--- src/rtl/param_delay_counter.sv ---
// ---------------------------------------------------------------------------
// param_delay_counter
//
// Programmable prescaler followed by a programmable-modulus step counter.
// The prescaler divides clk by (prescale_reg + 1). Each time the prescaler
// reaches its terminal value, the step counter advances once, either up or
// down. In free-run mode the counter wraps. In one-shot mode it stops at its
// terminal value and raises a sticky done flag.
//
// Parameters:
//   PRESCALE_W   width of the prescaler and of the prescale period register
//   COUNT_W      width of the step counter and of the top register
//   DEFAULT_TOP  top value loaded at reset (must fit in COUNT_W bits)
//
// Ports:
//   clk          system clock, rising edge
//   reset        asynchronous, active-low reset
//   enable       1 = run, 0 = freeze the prescaler, counter and done
//   load         synchronous reload strobe (has priority over enable)
//   prescale_in  new prescale terminal value; period = prescale_in + 1
//   top_in       new counter top; modulus = top_in + 1
//   dir          0 = count up, 1 = count down (sampled on each step)
//   one_shot     0 = free-run with wrap, 1 = stop at terminal
//   count        current step counter value
//   tick         one-cycle pulse in the cycle after a step edge
//   wrap         one-cycle pulse on a step that wraps
//   done         sticky flag: the one-shot terminal has been reached
// ---------------------------------------------------------------------------
module param_delay_counter #(
    parameter int PRESCALE_W  = 22,
    parameter int COUNT_W     = 4,
    parameter int DEFAULT_TOP = 14
) (
    input  logic                  clk,
    input  logic                  reset,
    input  logic                  enable,
    input  logic                  load,
    input  logic [PRESCALE_W-1:0] prescale_in,
    input  logic [COUNT_W-1:0]    top_in,
    input  logic                  dir,
    input  logic                  one_shot,
    output logic [COUNT_W-1:0]    count,
    output logic                  tick,
    output logic                  wrap,
    output logic                  done
);

    localparam logic [COUNT_W-1:0] TOP_INIT = COUNT_W'(DEFAULT_TOP);

    logic [PRESCALE_W-1:0] pre_cnt;
    logic [PRESCALE_W-1:0] prescale_reg;
    logic [COUNT_W-1:0]    top_reg;

    logic [COUNT_W-1:0]    terminal_val;
    logic [COUNT_W-1:0]    start_val;
    logic [COUNT_W-1:0]    advanced_val;
    logic                  prescale_hit;
    logic                  at_terminal;
    logic                  next_is_terminal;

    // The terminal and start values swap roles with the direction. The
    // direction is sampled live, so a mid-run change continues from the
    // current count toward the new terminal.
    always_comb begin
        terminal_val     = dir ? '0 : top_reg;
        start_val        = dir ? top_reg : '0;
        advanced_val     = dir ? (count - COUNT_W'(1)) : (count + COUNT_W'(1));
        prescale_hit     = (pre_cnt == prescale_reg);
        at_terminal      = (count == terminal_val);
        next_is_terminal = (advanced_val == terminal_val);
    end

    // All state and status outputs are registered here. Each edge resolves
    // in the order load, then freeze, then normal run. tick and wrap are
    // pulses, so they are cleared on every edge that does not set them.
    always_ff @(posedge clk or negedge reset) begin
        if (!reset) begin
            pre_cnt      <= '0;
            prescale_reg <= '1;
            top_reg      <= TOP_INIT;
            count        <= '0;
            tick         <= 1'b0;
            wrap         <= 1'b0;
            done         <= 1'b0;
        end else if (load) begin
            prescale_reg <= prescale_in;
            top_reg      <= top_in;
            pre_cnt      <= '0;
            done         <= 1'b0;
            tick         <= 1'b0;
            wrap         <= 1'b0;
            count        <= dir ? top_in : '0;
        end else if (!enable) begin
            tick <= 1'b0;
            wrap <= 1'b0;
        end else begin
            tick <= 1'b0;
            wrap <= 1'b0;
            if (!prescale_hit) begin
                pre_cnt <= pre_cnt + PRESCALE_W'(1);
            end else begin
                pre_cnt <= '0;
                // Once done is set, steps are swallowed until the next
                // load, even if one_shot has since been cleared.
                if (!done) begin
                    tick <= 1'b1;
                    if (!one_shot) begin
                        if (at_terminal) begin
                            count <= start_val;
                            wrap  <= 1'b1;
                        end else begin
                            count <= advanced_val;
                        end
                    end else begin
                        // A one-shot step that lands on the terminal sets
                        // done on that same edge. A step taken while
                        // already parked on the terminal also sets done.
                        if (at_terminal) begin
                            done <= 1'b1;
                        end else begin
                            count <= advanced_val;
                            if (next_is_terminal) begin
                                done <= 1'b1;
                            end
                        end
                    end
                end
            end
        end
    end

endmodule
--- config.mk ---
export PLATFORM = sky130hd
export DESIGN_NAME = param_delay_counter
export DESIGN_NICKNAME = d
export VERILOG_FILES = /design/src/rtl/param_delay_counter.sv
export SDC_FILE = /design/constraint.sdc
export NUM_CORES = 1
export LEC_CHECK = 0
export ABC_CLOCK_PERIOD_IN_PS = 2600
export CAP_MARGIN = 10
export CORE_UTILIZATION = 55
export DETAILED_ROUTE_END_ITERATION = 8
export PLACE_DENSITY = 0.79
export SYNTH_ARGS = -nofsm -noshare
export SYNTH_HDL_FRONTEND = slang
export SYNTH_SLANG_ARGS = --single-unit
--- constraint.sdc ---
create_clock -name clk -period 2.6 [get_ports clk]
set_input_delay 0.39 -clock clk [delete_from_list [all_inputs] [get_ports clk]]
set_output_delay 0.39 -clock clk [all_outputs]
set_load 0.005 [all_outputs]
==> run metrics, run 1 <==
fill count=393; DR pass1 iterations=6; Tot GR Track Use=22.9%; async set-reset flop share out of synthesis=100%; largest family of logic cells by synthesized area=simple AND/OR/NAND/NOR gates; fin util=70.0%; port buffer count=38; power per cell area=590 nW/um^2; max-slew violations=0; largest net degree at the start of global routing=25; IR Drop Worst-Case VDD=0.332 mV; die area=5870 sq um; Worst R2R Setup Slack=0.24 ns; Power Internal=0.00151 W; crit start category=register; critical path class=reg -> reg; DRC viols=0; total grt overflow=0; CTS hold repair buffers=1; Ports=39; worst hold path class=in -> async; share of power burned in registers=49.1%; area post-placement=3550 sq um; H-tree depth=2; Multi-input gate area=1580 sq um; worst setup path start=prescale_reg[21]; Final Power=0.00216 W; ys flop type=dfrtp_1; Syn Area/Cell=11.0 sq um; Vias=2215; Hold Fails Final Rpt=0; Yosys reg bits=55; XOR/XNOR share of the synthesized area=13.4%; Leak=1.53 nW; CTS root buffer=clkbuf_8; nets=359; number of cell rows=26; Worst EP arrival=2.56 ns; Post-synth EDFFs=0; commonest non-fill, non-tap cell in the layout=clkdlybuf4s50_1; NetSw=0.000655 W; R2R cell count=6; final setup TNS=0 ns; antenna violations before repair=0; reg2reg start=prescale_reg[21]; status=finished clean; syn nets=314; CTS sink cnt=55; Crit. End Element=register; post-synthesis mux area share=11.4%; Area Growth Syn to Fin=19.7%; Post-Synth Simple-Gate Area=17.1%; critical path peak fanout=4; period utilisation layout=90.8%; share of cells above drive strength 1=25.0%; RD Place Congestion=0.870; commonest non-fill, non-tap cells in the layout=clkdlybuf4s50_1, xor2_1, nor2_1; Via density=5.62; Max Cap Viol=0; final instance area=3670 sq um; post-cts sizing count=0; worst flop-to-flop path endpoint=count[1]; Yosys warning count=0; Synth Area in Adders=1.88%; Clock power frac=23.8%; Post-CTS Setup Bufs=0; antenna-violating nets left=0; DP HPWL=4590 microns; Synth Instances=278; Highest Clock Rate=0.424 GHz; Switching Share=30.3%; Num CTS Buffers=5; Die Wd=76.6 microns; Worst Tran Pin Value=0.461 ns; CORE AREA=5240 sq um; average routed wire per standard cell=15.5 microns; post-route minimum period=2.36 ns; CTS max path bufs=2; relative slew slack=69.0%; skew final=0.00584 ns; synth unique cells=48; mapped cell area=3060 sq um; initial DRC count=109; register area=1410 sq um; Clock Latency Late Sink=0.30 ns; clock tree from TritonCTS=done; Critical Path RT=2.80 ns; die height=76.6 microns; Comb power frac=27.1%; Ant. Diodes=0; Clock Pin Slew Worst Setup and Hold Paths=0.10 ns; Initial Util=58.5%; global-route wire length before repair=10600 microns; vias in the first global route=2251; register area share after synthesis=46.0%; RSZ-0062 raised after global routing=no; post-synthesis compound-gate area fraction=7.72%; number of setup violations in the final report=0; routed wire length=6090 microns
logic make-up (layout without fill, tap and decap cells):
group           after synthesis  after routing
simple gates                 93             93
compound gates               30             30
fa+ha+maj                     4              4
xor+xnor                     47             47
mux                          30             30
buf+inv                      19             65
flops                        55             55
stage by stage:
step | std cells | hold slack (ns) | setup WS, ns
after floorplan | 278 | 0.0944 | 0.611
after global placement | 385 | 0.291 | 0.0222
after detailed placement | 385 | 0.295 | 0.000884
after CTS | 394 | 0.487 | 0.266
after global routing | 394 | 0.510 | 0.112
final | 394 | 0.498 | 0.239
synthesized netlist by cell type, types with 2 or more instances:
library cell  instances  share of area, %
a21o_1                2              0.49
a21oi_1               3              0.49
a32oi_1               5               1.4
and3_1                3              0.61
buf_2                 4              0.65
clkbuf_1              4              0.49
dfrtp_1              30                25
dfstp_2              25                21
ha_1                  3               1.2
inv_1                10               1.2
mux2_2               26               9.6
mux2_4                3               1.5
nand2_1              11               1.3
nand2b_1              4              0.82
nand3_1              10               1.6
nand4_1               9               1.8
nor2_1               32               3.9
nor2b_1               3              0.61
nor3_1                4              0.65
nor3b_1               2              0.49
nor4_1                3              0.61
nor4_2                2              0.82
o21ai_0               7               1.1
o21ai_1               2              0.33
o21bai_1              2              0.49
o22ai_1               2              0.41
xnor2_1              12               3.4
xor2_1               35                10
power groups by stage:
stage	clock network [W]	registers, W	logic (W)
after global placement	0	0.00108	0.000576
final	0.000514	0.00106	0.000587
after global routing	0.000561	0.00108	0.000647
after CTS	0.000534	0.00106	0.000593
after floorplan	0	0.00104	0.000385
after detailed placement	0	0.00108	0.000591
per-layer routing:
metal	vias to the layer above	track usage, %	part of all wire (%)
li1	1055	-	-
met1	1101	31.2	46
met2	55	37.9	49
met3	4	4.43	4.3
met4	0	4.81	0.54
met5	-	0	0
critical path: stages (launching register included):
cell and delay, ns:
dfstp_2 0.55, xor2_1 0.06, nor4_1 0.46, nand4_1 0.35, a2111oi_4 0.40, nor2_2 0.13, mux2_4 0.31
how the worst max path moves through the flow:
stage | endpoint | slack, ns
CTS | count[1] | 0.27
floorplan | count[0] | 0.61
detailed placement | done | 0.0009
global route | count[1] | 0.11
finish | count[1] | 0.24
global placement | done | 0.02
cell type report:
| cell class | instances | share of cell area (%) |
|---|---|---|
| clock inverters | 2 | 0.546 |
| flip-flops and latches | 55 | 38.4 |
| well taps | 70 | 2.39 |
| repair buffers | 47 | 12.4 |
| inverters | 10 | 1.02 |
| clock buffers | 6 | 2.25 |
| multi-input cells | 204 | 43.0 |
(Power assumes the default switching activity.)
==> run 2: changes to the inputs <==
--- a/config.mk
+++ b/config.mk
@@ -9,6 +9,7 @@
 export CAP_MARGIN = 10
 export CORE_UTILIZATION = 55
 export DETAILED_ROUTE_END_ITERATION = 8
+export GPL_ROUTABILITY_DRIVEN = 0
 export PLACE_DENSITY = 0.79
 export SYNTH_ARGS = -nofsm -noshare
 export SYNTH_HDL_FRONTEND = slang
==> run 2 against run 1 <==
- worst hold slack got worse by 0.40 ns
- largest power group unchanged
- worst setup slack got worse by 0.025 ns
- highest routed layer unchanged
- count of clock-buffer cells in the layout decreased by 1
- register-to-register slack got worse by 0.03 ns
==> run metrics, run 2 (synthesized netlist as in run 1, its figures left out) <==
status=finished clean (unchanged); Via density=5.64 (was 5.62); relative slew slack=56.5% (was 69.0%); fin util=69.9% (was 70.0%); share of cells above drive strength 1=24.8% (was 25.0%); Comb power frac=26.7% (was 27.1%); largest net degree at the start of global routing=29 (was 25); global-route wire length before repair=10600 microns (about the same); commonest non-fill, non-tap cell in the layout=clkdlybuf4s50_1 (unchanged); DRC viols=0 (unchanged); H-tree depth=2 (unchanged); Initial Util=58.5% (unchanged); antenna violations before repair=0 (unchanged); post-route minimum period=2.39 ns (was 2.36 ns); critical path class=reg -> reg (unchanged); average routed wire per standard cell=15.5 microns (about the same); nets=357 (was 359); CORE AREA=5240 sq um (unchanged); Slowest-stage cell, CP=dfstp_2 (unchanged); DP HPWL=4430 microns (was 4590 microns); Worst R2R Setup Slack=0.21 ns (was 0.24 ns); power per cell area=609 nW/um^2 (was 590 nW/um^2); total grt overflow=0 (unchanged); port buffer count=38 (unchanged); Ant. Diodes=0 (unchanged); initial DRC count=110 (was 109); Area Growth Syn to Fin=19.4% (was 19.7%); DR pass1 iterations=4 (was 6); routed wire length=6070 microns (was 6090 microns); Max Cap Viol=0 (unchanged); number of setup violations in the final report=0 (unchanged); final setup TNS=0 ns (unchanged); Vias=2210 (was 2215); Power Internal=0.00157 W (was 0.00151 W); Die Wd=76.6 microns (unchanged); crit start category=register (unchanged); crit-path cells=xor2_1 -> nor4_1 -> nand4_1 -> a2111oi_4 -> nor2_2 -> mux2_4 (unchanged); Critical Path RT=2.80 ns (about the same); max-slew violations=0 (unchanged); CTS max path bufs=2 (unchanged); Hold Fails Final Rpt=0 (unchanged); CTS sink cnt=55 (unchanged); Final Power=0.00223 W (was 0.00216 W); Worst EP arrival=2.59 ns (was 2.56 ns); Highest Clock Rate=0.419 GHz (was 0.424 GHz); Ports=39 (unchanged); worst flop-to-flop path endpoint=count[0] (was count[1]); CTS root buffer=clkbuf_8 (unchanged); Leak=1.53 nW (about the same); IR Drop Worst-Case VDD=0.420 mV (was 0.332 mV); NetSw=0.000660 W (was 0.000655 W); Clock power frac=25.6% (was 23.8%); share of power burned in registers=47.7% (was 49.1%); CP Buf/Inv Count=0 (unchanged); Clock Latency Late Sink=0.31 ns (was 0.30 ns); critical path peak fanout=4 (unchanged); worst hold path class=in -> async (unchanged); RSZ-0062 raised after global routing=no (unchanged); antenna-violating nets left=0 (unchanged); Worst Tran Pin Value=0.653 ns (was 0.461 ns); setup ws final=0.214 ns (was 0.239 ns); Num CTS Buffers=5 (unchanged); reg2reg start=prescale_reg[21] (unchanged); Post-CTS Setup Bufs=0 (unchanged); CTS hold repair buffers=0 (was 1); post-cts sizing count=0 (unchanged); clock tree from TritonCTS=done (unchanged); R2R cell count=6 (unchanged); number of cell rows=26 (unchanged); Clock Pin Slew Worst Setup and Hold Paths=0.10 ns (about the same); crit path to=count[0] (was count[1]); die height=76.6 microns (unchanged); Switching Share=29.6% (was 30.3%); Post-Place Worst Slack=0.00159 ns (was 0.000884 ns); Crit path max-delay family=simple AND/OR/NAND/NOR gates (unchanged); die area=5870 sq um (unchanged); worst setup path start=prescale_reg[21] (unchanged); commonest non-fill, non-tap cells in the layout=clkdlybuf4s50_1, xor2_1, nor2_1 (unchanged); critical path's largest stage delay=0.55 ns (about the same); Crit. End Element=register (unchanged); vias in the first global route=2234 (was 2251); skew final=0.00632 ns (was 0.00584 ns); period utilisation layout=91.8% (was 90.8%); WP depth=6 (unchanged); Tot GR Track Use=22.7% (was 22.9%)
-- run 2: power groups by stage --
stage	clock [W]	combinational (W)	sequential, W
final	0.000570	0.000596	0.00106
after floorplan	0	0.000385	0.00104
after CTS	0.000575	0.000594	0.00106
after global placement	0	0.000574	0.00107
after detailed placement	0	0.000590	0.00108
after global routing	0.000612	0.000651	0.00108
-- run 2: worst min-delay path by stage --
stage	end	cells after the start	from	slack [ns]
floorplan	count[0]	0	reset	0.09
global placement	top_reg[0]	1	reset	0.45
CTS	pre_cnt[1]	1	reset	0.12
global route	tick	1	reset	0.13
finish	tick	1	reset	0.1
detailed placement	tick	1	reset	0.45
-- run 2: routing by layer --
metal	wire, microns	track usage (%)	up-vias	share of wire, %
met5	0	0	-	0
met4	64	6.15	0	1.1
met3	266	3.83	7	4.4
met2	2870	36.1	63	47
met1	2870	31.9	1082	47
li1	-	-	1058	-
-- run 2: metrics by stage --
step	instances	area, sq um	hold slack [ns]
3_3_place_gp	384	3550	0.446
6_report	392	3660	0.0974
3_5_place_dp	384	3550	0.453
2_1_floorplan	278	3060	0.0944
5_1_grt	392	3660	0.130
4_1_cts	392	3660	0.117
-- run 2: area by class of cell --
cell class	count	area [sq um]
fill	413	1580
clock buffer	5	68.8
tap	70	87.6
timing repair buffer	45	435
inverter	10	37.5
multi-input combinational	204	1580
sequential	55	1410
clock inverter	3	43.8
==> run 3: changes to the inputs <==
--- a/config.mk
+++ b/config.mk
@@ -10,7 +10,9 @@
 export CORE_UTILIZATION = 55
 export DETAILED_ROUTE_END_ITERATION = 8
 export GPL_ROUTABILITY_DRIVEN = 0
-export PLACE_DENSITY = 0.79
+export HOLD_SLACK_MARGIN = 0.15
+export PLACE_DENSITY = 0.8
+export RECOVER_POWER = 25
 export SYNTH_ARGS = -nofsm -noshare
 export SYNTH_HDL_FRONTEND = slang
 export SYNTH_SLANG_ARGS = --single-unit
==> run 3 against run 2 <==
- the run now ends with max-capacitance violations, max-slew violations left
- worst setup slack improved by 0.055 ns
- critical path depth rose by 2
- worst hold slack improved by 0.31 ns
- routed wire length decreased by 3.3%
- clock power down 4.7%
- maximum frequency is 2.3% higher
- power decreased by 1.4%
- non-clock buffer count stayed put
- sequential power is essentially flat
- first-iteration DRC count increased by 15%
- register-to-register slack improved by 0.15 ns
==> run metrics, run 3 (synthesized netlist as in run 1, its figures left out) <==
IR Drop Worst-Case VDD=0.456 mV (was 0.420 mV); Comb power frac=27.0% (was 26.7%); Clock Pin Slew Worst Setup and Hold Paths=0.09 ns (was 0.10 ns); port buffer count=38 (unchanged); Initial Util=58.5% (unchanged); routed wire length=5870 microns (was 6070 microns); critical path class=in -> reg (was reg -> reg); Switching Share=28.9% (was 29.6%); post-cts sizing count=0 (unchanged); Clock Latency Late Sink=0.31 ns (about the same); Power Internal=0.00156 W (was 0.00157 W); period utilisation layout=89.7% (was 91.8%); CTS hold repair buffers=0 (unchanged); commonest non-fill, non-tap cell in the layout=clkdlybuf4s50_1 (unchanged); number of setup violations in the final report=0 (unchanged); Area Growth Syn to Fin=18.7% (was 19.4%); Slowest-stage cell, CP=clkdlybuf4s50_1 (was dfstp_2); CP Buf/Inv Count=1 (was 0); Tot GR Track Use=22.1% (was 22.7%); critical path's largest stage delay=0.70 ns (was 0.55 ns); Highest Clock Rate=0.429 GHz (was 0.419 GHz); vias in the first global route=2225 (was 2234); clock tree from TritonCTS=done (unchanged); relative slew slack=-41.2% (was 56.5%); DR pass1 iterations=4 (unchanged); Clock power frac=24.7% (was 25.6%); Max Cap Viol=1 (was 0); average routed wire per standard cell=15.0 microns (was 15.5 microns); CTS root buffer=clkbuf_8 (unchanged); crit start category=input port (was register); Ports=39 (unchanged); final setup TNS=0 ns (unchanged); number of cell rows=26 (unchanged); nets=357 (unchanged); Worst Tran Pin Value=2.12 ns (was 0.653 ns); Post-CTS Setup Bufs=0 (unchanged); die height=76.6 microns (unchanged); critical path peak fanout=11 (was 4); skew final=0.00423 ns (was 0.00632 ns); initial DRC count=127 (was 110); RSZ-0062 raised after global routing=no (unchanged); Via density=5.65 (was 5.64); antenna violations before repair=0 (unchanged); Worst EP arrival=2.53 ns (was 2.59 ns); Most common cell on crit path=a21oi_1; Die Wd=76.6 microns (unchanged); Post-Place Worst Slack=-0.0483 ns (was 0.00159 ns); DRC viols=0 (unchanged); Min Hold Slack=0.405 ns (was 0.0974 ns); antenna-violating nets left=0 (unchanged); Ant. Diodes=0 (unchanged); crit-path cells=clkdlybuf4s50_1 -> ha_1 -> a21oi_1 -> nand2_1 -> xnor2_1 -> mux2i_1 -> a21oi_1 -> a311o_1 (was xor2_1 -> nor4_1 -> nand4_1 -> a2111oi_4 -> nor2_2 -> mux2_4); power per cell area=605 nW/um^2 (was 609 nW/um^2); commonest non-fill, non-tap cells in the layout=clkdlybuf4s50_1, xor2_1, nor2_1 (unchanged); setup ws final=0.268 ns (was 0.214 ns); max-slew violations=42 (was 0); share of cells above drive strength 1=24.0% (was 24.8%); H-tree depth=2 (unchanged); Critical Path RT=2.79 ns (was 2.80 ns); largest net degree at the start of global routing=42 (was 29); Vias=2209 (was 2210); total grt overflow=0 (unchanged); CTS max path bufs=2 (unchanged); fill count=411 (was 413); Crit. End Element=register (unchanged); NetSw=0.000636 W (was 0.000660 W); post-route minimum period=2.33 ns (was 2.39 ns); Leak=1.51 nW (was 1.53 nW); CORE AREA=5240 sq um (unchanged); DP HPWL=4340 microns (was 4430 microns); Hold Fails Final Rpt=0 (unchanged); global-route wire length before repair=10200 microns (was 10600 microns); die area=5870 sq um (unchanged); Num CTS Buffers=5 (unchanged); CTS sink cnt=55 (unchanged); share of power burned in registers=48.4% (was 47.7%); failing checks=max-capacitance violations, max-slew violations; worst hold path class=in -> reg (was in -> async); Crit path max-delay family=buffers and inverters (was simple AND/OR/NAND/NOR gates); status=finished with violations (was finished clean)
-- run 3: cell count changes in the layout (fill, tap and decap cells not counted) --
cell      before  now
buf_4          6    7
buf_12         1    0
clkinv_2       1    0
clkbuf_1       0    2
clkbuf_2       1    0
clkinv_4       1    0
-- run 3: final timing paths --
kind / startpoint / to / slack [ns] / cells past startpoint
max in group asynchronous: reset / pre_cnt[4] / 0.71 / 1
hold / removal: load / tick / 0.41 / 2
setup / recovery: dir / done / 0.27 / 8
setup reg to reg: pre_cnt[8] / count[0] / 0.36 / 6
hold reg to reg: pre_cnt[20] / pre_cnt[20] / 0.57 / 1
min in group asynchronous: reset / wrap / 0.70 / 1
-- run 3: power groups by stage --
stage / clock network (W) / logic (W) / registers (W)
6_report: 0.000543 / 0.000592 / 0.00106
5_1_grt: 0.000598 / 0.000651 / 0.00108
4_1_cts: 0.000557 / 0.000595 / 0.00106
3_5_place_dp: 0 / 0.000589 / 0.00108
3_3_place_gp: 0 / 0.000566 / 0.00107
2_1_floorplan: 0 / 0.000385 / 0.00104
-- run 3: metrics by stage --
step | area (sq um) | cells | utilization (%) | power [W]
6_report | 3630 | 391 | 69.4 | 0.00220
5_1_grt | 3630 | 391 | 69.4 | 0.00232
4_1_cts | 3640 | 391 | 69.4 | 0.00221
3_5_place_dp | 3530 | 384 | 67.5 | 0.00167
3_3_place_gp | 3530 | 384 | 67.5 | 0.00164
2_1_floorplan | 3060 | 278 | - | 0.00143
-- run 3: routing by layer --
| metal | global-route usage [%] | up-vias | share of wire, % |
|---|---|---|---|
| li1 | - | 1058 | - |
| met1 | 28.9 | 1097 | 46 |
| met2 | 37.4 | 48 | 50 |
| met3 | 3.83 | 6 | 3.3 |
| met4 | 7.12 | 0 | 0.90 |
| met5 | 0 | - | 0 |
-- run 3: cell type report --
type	instances	area, sq um	area share, %
Multi-Input combinational cell	204	1580	43.4
Sequential cell	55	1410	38.7
Timing Repair Buffer	45	422	11.6
Tap cell	70	87.6	2.41
Clock buffer	6	72.6	2.00
Inverter	10	37.5	1.03
Clock inverter	1	30.0	0.826
